===== config.mk =====
export PLATFORM = sky130hd
export DESIGN_NAME = fetch_ctrl
export DESIGN_NICKNAME = d
export VERILOG_FILES = /design/src/rtl/fetch_pkg.sv /design/src/rtl/fetch_skid.sv /design/src/rtl/fetch_ctrl.sv
export SDC_FILE = /design/constraint.sdc
export NUM_CORES = 1
export LEC_CHECK = 0
export CORE_MARGIN = 2
export CORE_UTILIZATION = 39
export DETAILED_ROUTE_END_ITERATION = 6
export HOLD_SLACK_MARGIN = 0.15
export PLACE_DENSITY_LB_ADDON = 0.2
export SETUP_SLACK_MARGIN = 0.2
export SLEW_MARGIN = 20
export SYNTH_ARGS = -nofsm -noshare
export SYNTH_HDL_FRONTEND = slang
export SYNTH_SLANG_ARGS = --single-unit

===== constraint.sdc =====
create_clock -name clk -period 3.7 [get_ports clk]
set_input_delay 1.11 -clock clk [delete_from_list [all_inputs] [get_ports clk]]
set_output_delay 1.11 -clock clk [all_outputs]
set_load 0.05 [all_outputs]

===== src/rtl/fetch_pkg.sv =====
// Shared types and constants for the RV32I instruction-fetch sequencer.
package fetch_pkg;

  typedef enum logic [2:0] {
    BOOT,
    REQ,
    WAIT,
    HOLD,
    KILL
  } state_t;

  localparam logic [31:0] NOP_INSTR = 32'h0000_0013;
  localparam logic [31:0] PC_INC    = 32'd4;

  function automatic logic [31:0] align_pc(input logic [31:0] pc);
    return {pc[31:2], 2'b00};
  endfunction

endpackage


===== src/rtl/fetch_skid.sv =====
// One-entry instruction skid register: parks a returned word while the output slot is occupied.
module fetch_skid
  import fetch_pkg::*;
(
  input  logic        clk,
  input  logic        rst,
  input  logic        load,
  input  logic        clear,
  input  logic        flush,
  input  logic [31:0] din,
  output logic        valid,
  output logic [31:0] dout
);

  // NOTE: the data word is reset as well; this is a single register, not a RAM, and a known value keeps X out of the slot.
  always_ff @(posedge clk or posedge rst) begin
    if (rst) begin
      valid <= 1'b0;
      dout  <= NOP_INSTR;
    end else if (flush) begin
      valid <= 1'b0;
      dout  <= NOP_INSTR;
    end else if (load) begin
      valid <= 1'b1;
      dout  <= din;
    end else if (clear) begin
      valid <= 1'b0;
    end
  end

endmodule


===== src/rtl/fetch_ctrl.sv =====
// Instruction-fetch sequencer: drives PCF, runs the imem req/gnt/rvalid handshake, buffers one instruction.
// Optional fetch timeout enabled by defining FETCH_TIMEOUT_EN.
module fetch_ctrl
  import fetch_pkg::*;
#(
  parameter logic [31:0] RESET_VECTOR   = 32'h0000_0000,
  parameter int unsigned TIMEOUT_CYCLES = 64
) (
  input  logic        clk,
  input  logic        rst,
  input  logic [31:0] pcf,
  output logic        pc_en,
  output logic [31:0] pc_next,
  input  logic        stall,
  input  logic        redirect,
  input  logic [31:0] redirect_pc,
  output logic        imem_req,
  output logic [31:0] imem_addr,
  input  logic        imem_gnt,
  input  logic        imem_rvalid,
  input  logic [31:0] imem_rdata,
  output logic        instr_valid,
  output logic [31:0] instr_out,
  output logic [31:0] pc_out,
  output logic        fetch_err
);

  if (TIMEOUT_CYCLES == 0) begin : g_bad_timeout
    $error("TIMEOUT_CYCLES must be at least 1");
  end

  state_t      state, state_d;
  logic        consumed;
  logic        load_slot;
  logic [31:0] load_data;
  logic        skid_load, skid_clear, skid_flush, skid_valid;
  logic [31:0] skid_data;
  logic        timeout;
  logic [31:0] pc_inc;

  assign consumed = instr_valid & ~stall;
  assign pc_inc   = pcf + PC_INC;

`ifdef FETCH_TIMEOUT_EN
  localparam int unsigned CW = $clog2(TIMEOUT_CYCLES) + 1;
  localparam logic [CW-1:0] LIMIT = CW'(TIMEOUT_CYCLES - 1);

  logic          waiting;
  logic [CW-1:0] wait_cnt;

  assign waiting = ((state == WAIT) || (state == KILL)) && !imem_rvalid;
  assign timeout = waiting && !redirect && (wait_cnt == LIMIT);

  // Saturates at LIMIT so a redirect held in KILL cannot wrap the count.
  always_ff @(posedge clk or posedge rst) begin
    if (rst) begin
      wait_cnt <= '0;
    end else if (!waiting || (state_d != state)) begin
      wait_cnt <= '0;
    end else if (wait_cnt != LIMIT) begin
      wait_cnt <= wait_cnt + 1'b1;
    end
  end

  always_ff @(posedge clk or posedge rst) begin
    if (rst) begin
      fetch_err <= 1'b0;
    end else if (timeout) begin
      fetch_err <= 1'b1;
    end
  end
`else
  assign timeout   = 1'b0;
  assign fetch_err = 1'b0;
`endif

  // NOTE: sequential state uses non-blocking assignments so every register samples pre-edge values.
  always_ff @(posedge clk or posedge rst) begin
    if (rst) begin
      state <= BOOT;
    end else begin
      state <= state_d;
    end
  end

  always_comb begin
    // NOTE: every signal written here gets a default first, so no path leaves one unassigned and no latch is inferred.
    state_d    = state;
    pc_en      = 1'b0;
    pc_next    = RESET_VECTOR;
    imem_req   = 1'b0;
    imem_addr  = '0;
    load_slot  = 1'b0;
    load_data  = imem_rdata;
    skid_load  = 1'b0;
    skid_clear = 1'b0;
    skid_flush = 1'b0;

    unique case (state)
      BOOT: begin
        pc_en   = 1'b1;
        state_d = REQ;
      end
      REQ: begin
        imem_req  = 1'b1;
        imem_addr = pcf;
        if (imem_gnt) state_d = WAIT;
      end
      WAIT: begin
        if (imem_rvalid) begin
          if (!instr_valid || consumed) begin
            load_slot = 1'b1;
            pc_en     = 1'b1;
            pc_next   = pc_inc;
            state_d   = REQ;
          end else begin
            skid_load = 1'b1;
            state_d   = HOLD;
          end
        end else if (timeout) begin
          state_d = REQ;
        end
      end
      HOLD: begin
        if (consumed && skid_valid) begin
          load_slot  = 1'b1;
          load_data  = skid_data;
          skid_clear = 1'b1;
          pc_en      = 1'b1;
          pc_next    = pc_inc;
          state_d    = REQ;
        end
      end
      KILL: begin
        if (imem_rvalid || timeout) state_d = REQ;
      end
      default: state_d = BOOT;
    endcase

    // A redirect beats stall and every load; an already granted request must still drain through KILL.
    if (redirect) begin
      pc_en      = 1'b1;
      pc_next    = align_pc(redirect_pc);
      load_slot  = 1'b0;
      skid_load  = 1'b0;
      skid_clear = 1'b0;
      skid_flush = 1'b1;
      unique case (state)
        REQ:     state_d = imem_gnt ? KILL : REQ;
        WAIT:    state_d = imem_rvalid ? REQ : KILL;
        KILL:    state_d = KILL;
        default: state_d = REQ;
      endcase
    end

    if (rst) begin
      pc_en   = 1'b0;
      pc_next = RESET_VECTOR;
    end
  end

  always_ff @(posedge clk or posedge rst) begin
    if (rst) begin
      instr_valid <= 1'b0;
      instr_out   <= NOP_INSTR;
      pc_out      <= '0;
    end else if (redirect) begin
      instr_valid <= 1'b0;
    end else if (load_slot) begin
      instr_valid <= 1'b1;
      instr_out   <= load_data;
      pc_out      <= pcf;
    end else if (consumed) begin
      instr_valid <= 1'b0;
    end
  end

  fetch_skid u_skid (
    .clk   (clk),
    .rst   (rst),
    .load  (skid_load),
    .clear (skid_clear),
    .flush (skid_flush),
    .din   (imem_rdata),
    .valid (skid_valid),
    .dout  (skid_data)
  );

endmodule


==> flow_metrics.env, run 1 <==
export IMPL_outcome="complete, no violations"
export IMPL_synthArstFlopShare_pct=100.0
export IMPL_die_height_um=123.5
export IMPL_startpoint_type="primary input"
export IMPL_synth_top_area_share_pct=42.67
export IMPL_cts_sinks=101
export IMPL_synth_area_top_cells="dfrtp_1 (43%), mux2_4 (8.1%), a21oi_1 (6.5%)"
export IMPL_synth_xor_area_share_pct=4.402
export IMPL_io_pins=234
export IMPL_final_hold_viol_count=0
export IMPL_critPathMaxStageDelay_ps=230
export IMPL_cap_violations=0
export IMPL_synth_simple_area_share_pct=19.51
export IMPL_synth_compound_area_share_pct=11.68
export IMPL_core_area_um2=13930
export IMPL_leakagePower_uw=0.004314
export IMPL_grt_antenna_before_repair=0
export IMPL_clock_latency_ps=350
export IMPL_htreeDepth=3
export IMPL_synth_seq_cells=101
export IMPL_end_kind="output port"
export IMPL_drc_errors=0
export IMPL_synthTopCellsByCount="dfrtp_1 (95), nand2_1 (73), a21oi_1 (72)"
export IMPL_clock_skew_final_ps=14.03
export IMPL_detail_route_wl_per_cell_um=18.97
export IMPL_grt_max_degree=74
export IMPL_synth_fa_ha_area_share_pct=0.2246
export IMPL_crit_path_top_delay_cell="a22o_4"
export IMPL_numPortBuffers=230
export IMPL_grt_pass1_wl_um=29990
export IMPL_yosysMostFrequentCell="dfrtp_1"
export IMPL_powerDensity_nw_per_um2=693.3
export IMPL_grt_usage_pct=25.54
export IMPL_fin_hold_ws_ps=493.0
export IMPL_seq_area_frac_synth_pct=45.50
export IMPL_slew_headroom_pct=60.69
export IMPL_worstPathArrival_ps=2570
export IMPL_netlist_area_um2=5572
export IMPL_grt_pass1_vias=5823
export IMPL_synthFlopType="dfrtp_1"
export IMPL_synth_largest_area_cell="dfrtp_1"
export IMPL_cp_top_family="buffers and inverters"
export IMPL_dp_hpwl_um=13330
export IMPL_rsz0062_at_grt="true"
export IMPL_layout_min_cycle_time_ps=3684
export IMPL_synth_cells=556
export IMPL_synthMuxAreaShare_pct=14.24
export IMPL_crit_type="primary input to output port"
export IMPL_crit_fanout=5
export IMPL_final_nets=944
export IMPL_die_w_um=123.5
export IMPL_setup_viol=0
export IMPL_synth_edf_count=0
export IMPL_clockRootBuffer="clkbuf_16"
export IMPL_cp_cell_sequence="buf_8 -> nand4_4 -> buf_6 -> nor3_4 -> buf_6 -> buf_12 -> nand4_1 -> xnor2_1 -> a22o_4 -> buf_12"
export IMPL_cts_buffers=9
export IMPL_cts_tree="done"
export IMPL_yosys_warnings=0
export IMPL_ir_drop_mv=0.5814
export IMPL_synth_cell_types=44
export IMPL_fin_cells=1027
export IMPL_drt_iter0_drc=323
export IMPL_tightest_slew_ps=587.7
export IMPL_gp_congestion=0.8683
export IMPL_via_count=5407
export IMPL_vias_per_cell=5.265
export IMPL_drive_gt1_share_pct=35.82
export IMPL_path_buf_inv=5
export IMPL_fmax_ghz=0.2715
export IMPL_grt_overflow=0
export IMPL_cp_required_ps=2590
export IMPL_postRouteAntennaNets=0
export IMPL_fin_crit_sh_pct=99.56
export IMPL_num_rows=43
export IMPL_min_path_type="flip-flop to flip-flop"
export IMPL_slew_violations=0
export IMPL_synth_top_family_by_area="simple AND/OR/NAND/NOR gates"
export IMPL_drt_pass1_iter_count=4
export IMPL_syn_area_per_cell_um2=10.02
export IMPL_wirelength_um=19480
export IMPL_synth_fp_nets=659
export IMPL_syn_to_final_growth_pct=81.70
export IMPL_dp_cells=988
export IMPL_clk_pin_slew_ps=60
export IMPL_initial_core_util_pct=39.98
export IMPL_design_die_area_um2=15260
export IMPL_clk_path_buf_depth=2
-- what timing repair did --
action                                  CTS  global route
gates resized for setup                 180            22
pin swaps                                61            26
hold buffers                              0             0
endpoints found under the setup margin   74            33
setup buffers                            17             2
gates cloned                              3             0
-- path summary, 6_finish.rpt --
check | startpoint | endpoint | slack (ps) | cells after the start
max | pcf[10] | pc_next[25] | 20 | 10
min | pc_out[30] | pc_out[30] | 490 | 1
max reg2reg | state[1] | pc_out[5] | 600 | 9
min reg2reg | pc_out[30] | pc_out[30] | 490 | 1
max in group asynchronous | rst | u_skid.dout[0] | 1930 | 4
min in group asynchronous | rst | state[2] | 1420 | 4
-- cell families after synthesis --
logic type / Yosys count
simple gates: 210
other cells: 1
mux: 64
flops: 101
compound gates: 104
buf+inv: 47
fa+ha+maj: 1
xor+xnor: 28
-- layout by cell type (no fill, tap or decap), types with 3 or more instances in the layout --
| cell type | Yosys | final |
|---|---|---|
| dlygate4sd2_1 | 0 | 10 |
| buf_4 | 5 | 58 |
| nor2_4 | 0 | 3 |
| clkbuf_16 | 0 | 9 |
| nand3_2 | 0 | 4 |
| buf_6 | 4 | 25 |
| dfstp_2 | 6 | 6 |
| a22o_1 | 22 | 4 |
| a21oi_2 | 0 | 5 |
| dfrtp_1 | 95 | 95 |
| bufinv_16 | 0 | 3 |
| nand4_1 | 15 | 15 |
| mux2_4 | 30 | 30 |
| a22oi_2 | 0 | 3 |
| nor2_2 | 0 | 5 |
| buf_12 | 0 | 74 |
| nor2_1 | 45 | 37 |
| and2_1 | 35 | 33 |
| clkdlybuf4s50_1 | 0 | 132 |
| xnor2_2 | 0 | 5 |
| mux2i_1 | 32 | 32 |
| nor3_4 | 1 | 8 |
| a22o_2 | 0 | 3 |
| buf_2 | 15 | 9 |
| nand3b_1 | 4 | 4 |
| and3_1 | 9 | 6 |
| a22o_4 | 0 | 15 |
| buf_8 | 0 | 5 |
| inv_1 | 5 | 4 |
| nand2_1 | 73 | 70 |
| xnor2_1 | 21 | 16 |
| xor2_1 | 7 | 6 |
| a21oi_1 | 72 | 66 |
-- stage by stage --
| stage | total power, uW | cell area, um2 | setup slack [ps] | setup TNS [ps] | utilization [%] |
|---|---|---|---|---|---|
| after floorplan | 4093 | 5635 | 68.29 | 0 | - |
| after global placement | 5795 | 9102 | -659.5 | -22080 | 65.32 |
| after detailed placement | 5843 | 9102 | -756.0 | -28900 | 65.32 |
| after CTS | 7025 | 9980 | -0.9495 | -0.9495 | 71.62 |
| after global routing | 7271 | 10120 | -60.34 | -218.6 | 72.63 |
| final | 7018 | 10120 | 16.10 | 0 | 72.65 |
-- area by class of cell --
cell class / instances / area (um2)
fillers: 926 / 3811
repair buffers: 313 / 3727
multi-input cells: 410 / 3261
flip-flops and latches: 101 / 2535
clock buffers: 10 / 229.0
well taps: 180 / 225.2
clock inverters: 6 / 117.6
inverters: 6 / 26.28
diodes: 1 / 2.502
-- flip-flops by register name, summed over array words and instances, names as in the netlist --
signal,flops
instr_out,32
pc_out,32
u_skid.valid,1
instr_valid,1
state,3
u_skid.dout,32
-- routing by layer --
layer	vias up	part of all wire [%]	GRT usage [%]
met4	0	2.6	8.736
met2	213	52	44.78
met5	-	0	0
li1	2510	-	-
met1	2649	38	30.21
met3	35	7.2	6.688
-- report_power, final --
part           internal [uW]  switching, uW
clock                    669            440
sequential              1460            242
combinational           1680           2530
-- worst register-to-register path, delay by kind of cell, from the launching register on --
kind | cells | cell delay [ps]
buffers and inverters | 5 | 1350
DFF | 1 | 570
and+or+nand+nor | 2 | 540
muxes | 1 | 420
AOI/OAI and AO/OA | 1 | 120
(Power assumes the default switching activity.)
==> inputs of run 2 (changes only) <==
Settings changed: CAP_MARGIN from default to 10.
==> results of run 2 <==
Same layout as run 1: the final DEF is identical, and so are final timing and power.
==> inputs of run 3 (changes only) <==
Settings changed: PLACE_DENSITY from default to 0.77, PLACE_DENSITY_LB_ADDON 0.2 to default, SLEW_MARGIN 20 to 30.
==> run 3 against run 2 <==
  * Critical endpoint is now pc_next[20]
  * Wire length rose by 8.7%
  * Sequential share of layout area rose by 0.23 points
  * Highest routed layer unchanged
  * Clock-buffer cell count rose by 2
  * Largest power group unchanged
  * Fmax fell by 2.5%
  * Flip-flop and latch count did not move
  * Clock skew fell by 6.4 ps
  * Global-route usage rose by 2.0 points
  * The run now ends with negative setup slack left
  * Register-to-register slack improved by 440 ps
  * Worst setup slack got worse by 95 ps
==> flow_metrics.env, run 3 (synthesis results as in run 1) <==
export IMPL_outcome="complete, but fails checks"
export IMPL_violations="negative setup slack"
export IMPL_wirelength_um=21170
export IMPL_slew_violations=0
export IMPL_largestRegisters="instr_out: 32 flops, pc_out: 32 flops, u_skid.dout: 32 flops"
export IMPL_drt_pass1_iter_count=5
export IMPL_power_share_sequential_pct=24.7
export IMPL_fin_hold_ws_ps=488.0
export IMPL_swShare_pct=46.63
export IMPL_p_sw_uw=3225
export IMPL_most_common_layout_cells="clkdlybuf4s50_1 (133), dfrtp_1 (95), buf_12 (72)"
export IMPL_setup_viol=15
export IMPL_clockPowerShare_pct=14.1
export IMPL_worstPathArrival_ps=2670
export IMPL_grt_pass1_wl_um=31690
export IMPL_tightest_slew_ps=639.4
export IMPL_crit_path_top_delay_cell="nor4_4"
export IMPL_min_path_type="flip-flop to flip-flop"
export IMPL_p_comb_share_pct=61.2
export IMPL_clock_latency_ps=350
export IMPL_end_kind="output port"
export IMPL_cts_buffers=9
export IMPL_post_route_util_pct=71.99
export IMPL_drc_errors=0
export IMPL_clk_path_buf_depth=2
export IMPL_slew_headroom_pct=57.24
export IMPL_postRouteAntennaNets=0
export IMPL_num_rows=43
export IMPL_crit_type="primary input to output port"
export IMPL_dp_hpwl_um=13950
export IMPL_grt_usage_pct=27.51
export IMPL_design_area_um2=10030
export IMPL_cp_cell_sequence="buf_6 -> nand4_1 -> buf_4 -> nor4_4 -> buf_6 -> nand4_1 -> xnor2_1 -> a22o_2 -> buf_12"
export IMPL_regArea_um2=2535
export IMPL_cp_required_ps=2590
export IMPL_ir_drop_mv=0.5867
export IMPL_drt_iter0_drc=346
export IMPL_place_area_um2=9077
export IMPL_initial_core_util_pct=39.98
export IMPL_io_pins=234
export IMPL_drive_gt1_share_pct=34.48
export IMPL_grt_antenna_before_repair=1
export IMPL_layout_commonest_cell="clkdlybuf4s50_1"
export IMPL_die_w_um=123.5
export IMPL_fin_crit_sh_pct=102.1
export IMPL_gp_congestion=0.8631
export IMPL_place_ws_ps=-814.9
export IMPL_cap_violations=0
export IMPL_cp_top_family="buffers and inverters"
export IMPL_cts_tree="done"
export IMPL_cts_sinks=101
export IMPL_vias_per_cell=5.352
export IMPL_via_count=5496
export IMPL_die_height_um=123.5
export IMPL_fillers=859
export IMPL_startpoint_type="primary input"
export IMPL_leakagePower_uw=0.004275
export IMPL_grt_overflow=0
export IMPL_grt_pass1_vias=5773
export IMPL_critPathMaxStageDelay_ps=280
export IMPL_syn_to_final_growth_pct=80.04
export IMPL_crit_fanout=7
export IMPL_multiInputGateArea_um2=3234
export IMPL_setup_ws_ps=-78.60
export IMPL_clock_skew_final_ps=7.596
export IMPL_core_area_um2=13930
export IMPL_rsz0062_at_grt="true"
export IMPL_internal_power_uw=3691
export IMPL_grt_max_degree=53
export IMPL_powerDensity_nw_per_um2=689.5
export IMPL_layout_min_cycle_time_ps=3779
export IMPL_detail_route_wl_per_cell_um=20.62
export IMPL_clockRootBuffer="clkbuf_16"
export IMPL_htreeDepth=3
export IMPL_final_nets=942
export IMPL_numPortBuffers=230
export IMPL_design_die_area_um2=15260
export IMPL_clk_pin_slew_ps=60
export IMPL_final_hold_viol_count=0
export IMPL_path_buf_inv=4
export IMPL_fmax_ghz=0.2646
## run 3: cell types whose count changed in the layout (fill, tap and decap cells not counted), moves of 2 or more
cell	change
nand3_2	-3
nand3_1	+4
bufinv_16	-2
clkbuf_8	+2
nor2b_4	-2
buf_12	-2
buf_6	-3
buf_8	-3
diode_2	+2
a22o_4	+3
clkdlybuf4s15_1	+3
a22o_2	-2
## run 3: layout make-up
type / instances / area share (%)
sequential: 101 / 25.27
multi-input combinational: 409 / 32.24
clock inverter: 4 / 0.5488
timing repair buffer: 312 / 36.90
tap: 180 / 2.245
inverter: 6 / 0.2619
antenna: 3 / 0.07484
clock buffer: 12 / 2.457
## run 3: path summary, 6_finish.rpt
kind / from / endpoint / cells past startpoint / slack, ps
worst max register to register: state[1] / pc_out[30] / 9 / 1040
max in group asynchronous: rst / instr_out[24] / 4 / 1750
worst min-delay path: pc_out[29] / pc_out[29] / 1 / 490
min in group asynchronous: rst / pc_out[4] / 3 / 1300
worst min register to register: pc_out[29] / pc_out[29] / 1 / 490
worst max-delay path: pcf[8] / pc_next[20] / 9 / -80
## run 3: through the flow
step | cells | power, uW | setup TNS, ps
after floorplan | 556 | 4093 | 0
after global placement | 983 | 5799 | -19670
after detailed placement | 983 | 5860 | -21480
after CTS | 1019 | 6913 | -647.8
after global routing | 1025 | 7158 | -1802
final | 1027 | 6916 | -646.5
## run 3: timing repair
item,4_1_cts,5_1_grt
gates cloned,3,0
hold buffers,0,0
resized for setup,160,24
setup buffers,17,5
endpoints found under the setup margin,33,33
pin swaps,54,32
hold endpoints to repair,0,0
## run 3: metal layers
| layer | share of wire, % | vias to the layer above | wire, um | global-route usage, % |
|---|---|---|---|---|
| met3 | 9.0 | 47 | 1903 | 8.764 |
| li1 | - | 2501 | - | - |
| met1 | 37 | 2715 | 7838 | 32.26 |
| met2 | 51 | 233 | 10800 | 46.33 |
| met5 | 0 | - | 0 | 0 |
| met4 | 3.0 | 0 | 628 | 11.58 |
## run 3: power groups by stage
stage / registers [uW] / clock network [uW] / logic, uW
after detailed placement: 1710 / 0 / 4150
after global routing: 1740 / 1030 / 4380
final: 1710 / 974 / 4230
after CTS: 1700 / 995 / 4220
after global placement: 1690 / 0 / 4110
after floorplan: 2860 / 0 / 1230
